## src/rtl/tri_stream_buffer.sv

```systemverilog
// tri_stream_buffer
//   Receiving end of the get_vertices triangle interface. A frame starts with a
//   start request, which launches get_vertices with a single go pulse. Every
//   triangle beat that arrives while collecting is captured in a
//   first-word-fall-through FIFO. get_vertices cannot be stalled, so the FIFO
//   absorbs its bursts. The FIFO replays triangles to the transform stage over a
//   valid/ready handshake. Once the object is complete and the FIFO has drained,
//   the block pulses frame_done.
//
// Ports
//   clk_in          clock
//   rst_in          synchronous reset, active high
//   start_in        frame start request (honoured only when idle)
//   go_out          one-cycle launch pulse to get_vertices
//   tri_in          incoming triangle: [0..2] vertex xyz, [3] attribute triple
//   tri_valid_in    tri_in carries a triangle this cycle
//   obj_done_in     last triangle of the object has been sent
//   tri_out         FIFO head triangle (zero while empty)
//   tri_valid_out   FIFO not empty
//   tri_ready_in    downstream accepts tri_out
//   frame_done_out  one-cycle pulse: object fully consumed
//   busy_out        frame in progress
//   overflow_out    sticky: a triangle was dropped on a full FIFO
//   tri_count_out   triangles accepted this frame (saturating)
module tri_stream_buffer #(
  parameter int WIDTH = 32,
  parameter int DEPTH = 8,
  parameter int CNT_W = 16
) (
  input  logic                         clk_in,
  input  logic                         rst_in,
  input  logic                         start_in,
  output logic                         go_out,
  input  logic [3:0][2:0][WIDTH-1:0]   tri_in,
  input  logic                         tri_valid_in,
  input  logic                         obj_done_in,
  output logic [3:0][2:0][WIDTH-1:0]   tri_out,
  output logic                         tri_valid_out,
  input  logic                         tri_ready_in,
  output logic                         frame_done_out,
  output logic                         busy_out,
  output logic                         overflow_out,
  output logic [CNT_W-1:0]             tri_count_out
);

  localparam int TRI_W = 12 * WIDTH;
  localparam int AW    = $clog2(DEPTH);
  // One extra bit so that full (DEPTH) and empty (0) are distinct fill values.
  localparam int FW    = $clog2(DEPTH + 1);

  typedef enum logic [1:0] {
    IDLE    = 2'd0,
    LAUNCH  = 2'd1,
    COLLECT = 2'd2,
    DRAIN   = 2'd3
  } state_e;

  state_e             state_q, state_d;
  logic [TRI_W-1:0]   mem_q [DEPTH];
  logic [AW-1:0]      wr_ptr_q, rd_ptr_q;
  logic [FW-1:0]      fill_q;
  logic               overflow_q;
  logic [CNT_W-1:0]   count_q;
  logic               frame_done_q;

  logic empty, full, push_req, push, pop, drop;

  function automatic logic [CNT_W-1:0] sat_inc(input logic [CNT_W-1:0] v);
    return (v == {CNT_W{1'b1}}) ? v : v + 1'b1;
  endfunction

  assign empty    = (fill_q == '0);
  assign full     = (fill_q == FW'(DEPTH));
  assign pop      = !empty && tri_ready_in;
  assign push_req = (state_q == COLLECT) && tri_valid_in;
  // A full FIFO still accepts a beat when the head leaves in the same cycle.
  assign push     = push_req && (!full || pop);
  assign drop     = push_req && full && !pop;

  always_comb begin
    state_d = state_q;
    go_out  = 1'b0;
    case (state_q)
      IDLE:    if (start_in) state_d = LAUNCH;
      LAUNCH: begin
        go_out  = 1'b1;
        state_d = COLLECT;
      end
      COLLECT: if (obj_done_in) state_d = DRAIN;
      DRAIN:   if (empty) state_d = IDLE;
      default: state_d = IDLE;
    endcase
  end

  // Control state: FSM, pointers, fill level, status.
  always_ff @(posedge clk_in) begin
    if (rst_in) begin
      state_q      <= IDLE;
      wr_ptr_q     <= '0;
      rd_ptr_q     <= '0;
      fill_q       <= '0;
      overflow_q   <= 1'b0;
      count_q      <= '0;
      frame_done_q <= 1'b0;
    end else begin
      state_q      <= state_d;
      // Registered so the pulse lands in the first IDLE cycle.
      frame_done_q <= (state_q == DRAIN) && empty;
      if (push) wr_ptr_q <= wr_ptr_q + 1'b1;
      if (pop)  rd_ptr_q <= rd_ptr_q + 1'b1;
      if (push && !pop)      fill_q <= fill_q + 1'b1;
      else if (pop && !push) fill_q <= fill_q - 1'b1;
      if ((state_q == IDLE) && start_in) begin
        overflow_q <= 1'b0;
        count_q    <= '0;
      end else begin
        if (drop) overflow_q <= 1'b1;
        if (push) count_q    <= sat_inc(count_q);
      end
    end
  end

  // Storage carries no reset; the pointers alone decide what is valid.
  always_ff @(posedge clk_in) begin
    if (push) mem_q[wr_ptr_q] <= tri_in;
  end

  assign tri_out        = empty ? '0 : mem_q[rd_ptr_q];
  assign tri_valid_out  = !empty;
  assign frame_done_out = frame_done_q;
  assign busy_out       = (state_q != IDLE);
  assign overflow_out   = overflow_q;
  assign tri_count_out  = count_q;

endmodule

```

## config.mk

```make
export PLATFORM = sky130hd
export DESIGN_NAME = tri_stream_buffer
export DESIGN_NICKNAME = d
export VERILOG_FILES = /design/src/rtl/tri_stream_buffer.sv
export SDC_FILE = /design/constraint.sdc
export NUM_CORES = 2
export LEC_CHECK = 0
export BUFFER_PORTS_ARGS = -buffer_cell sky130_fd_sc_hd__clkbuf_2
export CELL_PAD_IN_SITES_DETAIL_PLACEMENT = 1
export CELL_PAD_IN_SITES_GLOBAL_PLACEMENT = 2
export CORE_MARGIN = 1
export CORE_UTILIZATION = 48
export DETAILED_ROUTE_END_ITERATION = 8
export GPL_TIMING_DRIVEN = 0
export HOLD_SLACK_MARGIN = 0.08
export MAX_ROUTING_LAYER = met4
export PLACE_DENSITY_LB_ADDON = 0.1
export SLEW_MARGIN = 25
export SYNTH_ARGS = -nofsm -noshare
export SYNTH_HDL_FRONTEND = slang
export SYNTH_SLANG_ARGS = --single-unit
```

## constraint.sdc

```tcl
create_clock -name clk_in -period 64.9 [get_ports clk_in]
set_input_delay 6.49 -clock clk_in [delete_from_list [all_inputs] [get_ports clk_in]]
set_output_delay 6.49 -clock clk_in [all_outputs]
set_load 0.01 [all_outputs]
```

==> impl_metrics.py <==
metrics = {
    "routing": {
        "post-route-drc-count": 0,
        "drt_wl_total_um": 308000,
        "ant_nets": 0,
        "wl_per_cell_um": 29.8,
        "first_iter_violations": 4891,
        "num_vias": 58700,
        "drt_first_pass_iters": 5,
        "viasPerCell": 5.68,
    },
    "die": {
        "die_h_um": 497,
        "core_area_um2": 243000,
        "core.rowCount": 181,
        "fp.dieArea_um2": 247000,
        "die_w_um": 497,
        "io_pins": 795,
        "initial_core_util_pct": 48.4,
    },
    "timing": {
        "finalCritPeriodShare_pct": 16.7,
        "finalCriticalPeriod_ps": 10830,
        "rsz0062_at_grt": "no",
        "tightest_slew_ps": 1120,
        "slew_viol_final": 0,
        "setup_violations": 0,
        "hold_slack_ps": 522,
        "max_freq_ghz": 0.0923,
        "skew_ps": 49.1,
        "finalHoldViolCount": 0,
        "tns_ps": 0,
        "slew_headroom_pct": 25.6,
    },
    "placed_design": {
        "hpwl_um": 218000,
        "gp_congestion": 0.750,
        "placed_cells": 9658,
        "place.port_buffers": 793,
    },
    "clock_network": {
        "clock_sinks": 3105,
        "insertion_delay_ps": 950,
        "tritoncts": "done",
        "post_cts_resized": 0,
        "numCtsBuffers": 338,
        "hold_buffers": 0,
        "clk_pin_slew_ps": 60,
        "clockBufferDepth": 4,
        "cts_setup_buffers": 0,
        "h-tree-depth": 5,
        "clock-root-buffer": "clkbuf_16",
    },
    "outcome": {
        "status": "complete, no violations",
    },
    "synth": {
        "seq_area_frac_synth_pct": 78.9,
        "synth_flop_cell": "edfxtp_1",
        "synth_fp_nets": 5469,
        "syn_inst": 5068,
        "synth.area.top_cells": "edfxtp_1 (78%), mux4_2 (15%), mux2i_1 (3.3%), nor2_1 (1.3%), dfxtp_1 (0.56%)",
        "async_flop_share_pct": 0,
        "synth-edff-count": 3072,
        "avgSynthCellArea_um2": 23.2,
        "netlist-cell-type-count": 47,
        "synth_top_area_share_pct": 78.4,
        "yosysTopAreaCell": "edfxtp_1",
        "ys_warn_count": 0,
        "synth_seq_cells": 3105,
        "synth_area_um2": 118000,
    },
    "grt": {
        "first_global_vias": 62200,
        "use_met1_pct": 33.2,
        "antenna_found_initial": 129,
        "grt_use_met3_pct": 6.70,
        "grt_max_degree": 19,
        "grtUsageMet2_pct": 40.4,
        "grt_pass1_wl_um": 443000,
        "gr-max-usage-layer": "met2",
        "grt_use_total_pct": 25.7,
        "gr-total-overflow": 0,
    },
    "cells_and_area": {
        "drive_gt1_share_pct": 38.7,
        "final_cell_count_no_fill": 10300,
        "fillers": 20900,
        "areaGrowthSynthToFinish_pct": 19.8,
        "regArea_um2": 92900,
        "fin_nets": 7197,
        "multiInputGateArea_um2": 23700,
    },
    "setup_path": {
        "cp_max_fo": 10,
        "path_common_cell": "clkbuf_2",
        "worstPathRequired_ps": 58410,
        "cp.arrival_ps": 4340,
        "critPathCaptureType": "output port",
        "slowest_stage": "clkbuf_1",
        "startpoint_type": "flop",
        "critPathKind": "reg2out",
        "crit_family": "buffers and inverters",
        "cp_cell_sequence": "buf_2 -> clkbuf_2 -> clkbuf_1 -> mux4_2 -> mux2i_1 -> nor2_1 -> clkbuf_2",
        "slowest_delay_ps": 750,
        "cp_num_buf_inv": 4,
    },
    "power_and_ir_drop": {
        "vdd_drop_max_uv": 30.5,
        "p_leak_nw": 46.3,
        "powerDensity_nw_per_um2": 37.8,
    },
    "hold_path": {
        "hp-class": "reg2reg",
    },
    "flow_run": {
        "drv_cap": 0,
    },
}
registers in the layout, indices dropped and copies added, names as in the netlist, named ones only:
| name | cells |
|---|---|
| frame_done_out | 1 |
| fill_q | 4 |
| tri_count_out | 16 |
| overflow_out | 1 |
| mem_q | 3072 |
| state_q | 2 |
| wr_ptr_q | 3 |
| rd_ptr_q | 3 |
power by group:
group          internal, mW  switching (mW)  total [mW]  leakage (nW)
sequential             2.25          0.0104        2.26          27.9
clock                  1.08           0.754        1.84          5.11
combinational         0.523           0.715        1.24          13.3
total                  3.85            1.48        5.33          46.3
Yosys cell counts, drive strengths merged (4+ instances only):
library cell,n
mux4,768
nand3,9
ha,10
dfxtp,33
nor3,8
nand2,16
clkbuf,114
o31ai,7
buf,152
and4,4
inv,11
edfxtp,3072
or4,9
a21oi,17
mux2i,390
nor2,402
through the flow:
step	area (um^2)	total power, mW	setup WS, ps	util (%)
after detailed placement	130000	3.56	53320	53.5
after floorplan	118000	3.11	16850	-
after global routing	141000	5.53	53900	57.9
after global placement	126000	3.65	-28000	51.6
after CTS	141000	5.40	53840	57.8
final	141000	5.33	54070	57.9
layout by cell type, fill, tap and decap left out, types with 3 or more instances in the layout:
| cell type | instances |
|---|---|
| nor2_1 | 400 |
| buf_16 | 20 |
| clkbuf_1 | 173 |
| bufinv_16 | 29 |
| clkinv_2 | 49 |
| inv_1 | 9 |
| clkbuf_2 | 808 |
| buf_4 | 294 |
| edfxtp_1 | 3072 |
| ha_1 | 10 |
| a21oi_1 | 17 |
| and4_1 | 3 |
| nor3_1 | 6 |
| dfxtp_1 | 33 |
| inv_6 | 6 |
| nand2_1 | 16 |
| nand2b_1 | 3 |
| nand3_1 | 9 |
| buf_12 | 12 |
| clkbuf_16 | 345 |
| or4_1 | 8 |
| buf_2 | 329 |
| o31ai_1 | 7 |
| diode_2 | 88 |
| buf_1 | 53 |
| clkinvlp_4 | 7 |
| o21ai_0 | 3 |
| mux2i_1 | 390 |
| xor2_1 | 3 |
| buf_6 | 36 |
| mux4_2 | 768 |
| clkinv_1 | 75 |
per-layer routing:
| layer | up-vias | wire, um |
|---|---|---|
| met1 | 31500 | 124000 |
| met3 | 479 | 25400 |
| met4 | 0 | 8280 |
| met5 | - | 0 |
| li1 | 24900 | - |
| met2 | 1892 | 151000 |
cell families (layout without fill, tap and decap cells):
| family | Yosys count | count (layout) | share of synthesized area [%] |
|---|---|---|---|
| adder cells (fa/ha/maj) | 11 | 11 | 0.123 |
| XOR/XNOR | 5 | 5 | 0.0372 |
| buffers and inverters | 277 | 2253 | 1.01 |
| multiplexers | 1159 | 1159 | 18.0 |
| AO/OA/AOI/OAI | 39 | 39 | 0.226 |
| AND/OR/NAND/NOR | 472 | 472 | 1.66 |
| other | 0 | 88 | 0 |
| flip-flops | 3105 | 3105 | 78.9 |
final timing paths:
path / cells after the start / start / slack, ps / endpoint
worst max-delay path: 7 / flop / 54070 / tri_out[313]
worst min-delay path: 2 / overflow_out / 520 / overflow_out
worst max register to register: 21 / state_q[0] / 59300 / mem_q[1][94]
worst min register to register: 2 / overflow_out / 520 / overflow_out
cell type report:
type / count / share of cell area (%)
sequential: 3105 / 65.9
timing repair buffer: 1388 / 6.05
buffer: 266 / 0.824
antenna: 88 / 0.156
multi-input combinational: 1686 / 16.8
clock inverter: 170 / 1.10
inverter: 11 / 0.0293
tap: 3202 / 2.84
clock buffer: 418 / 6.32
worst register-to-register path: cells and delay by family, from the launching register on:
family | cells | cell delay [ps]
DFF | 1 | 340
AOI/OAI and AO/OA | 1 | 210
buffers and inverters | 18 | 3840
and+or+nand+nor | 1 | 680
adders and majority gates | 1 | 290
Note: power is estimated with default switching activity, not from simulation.
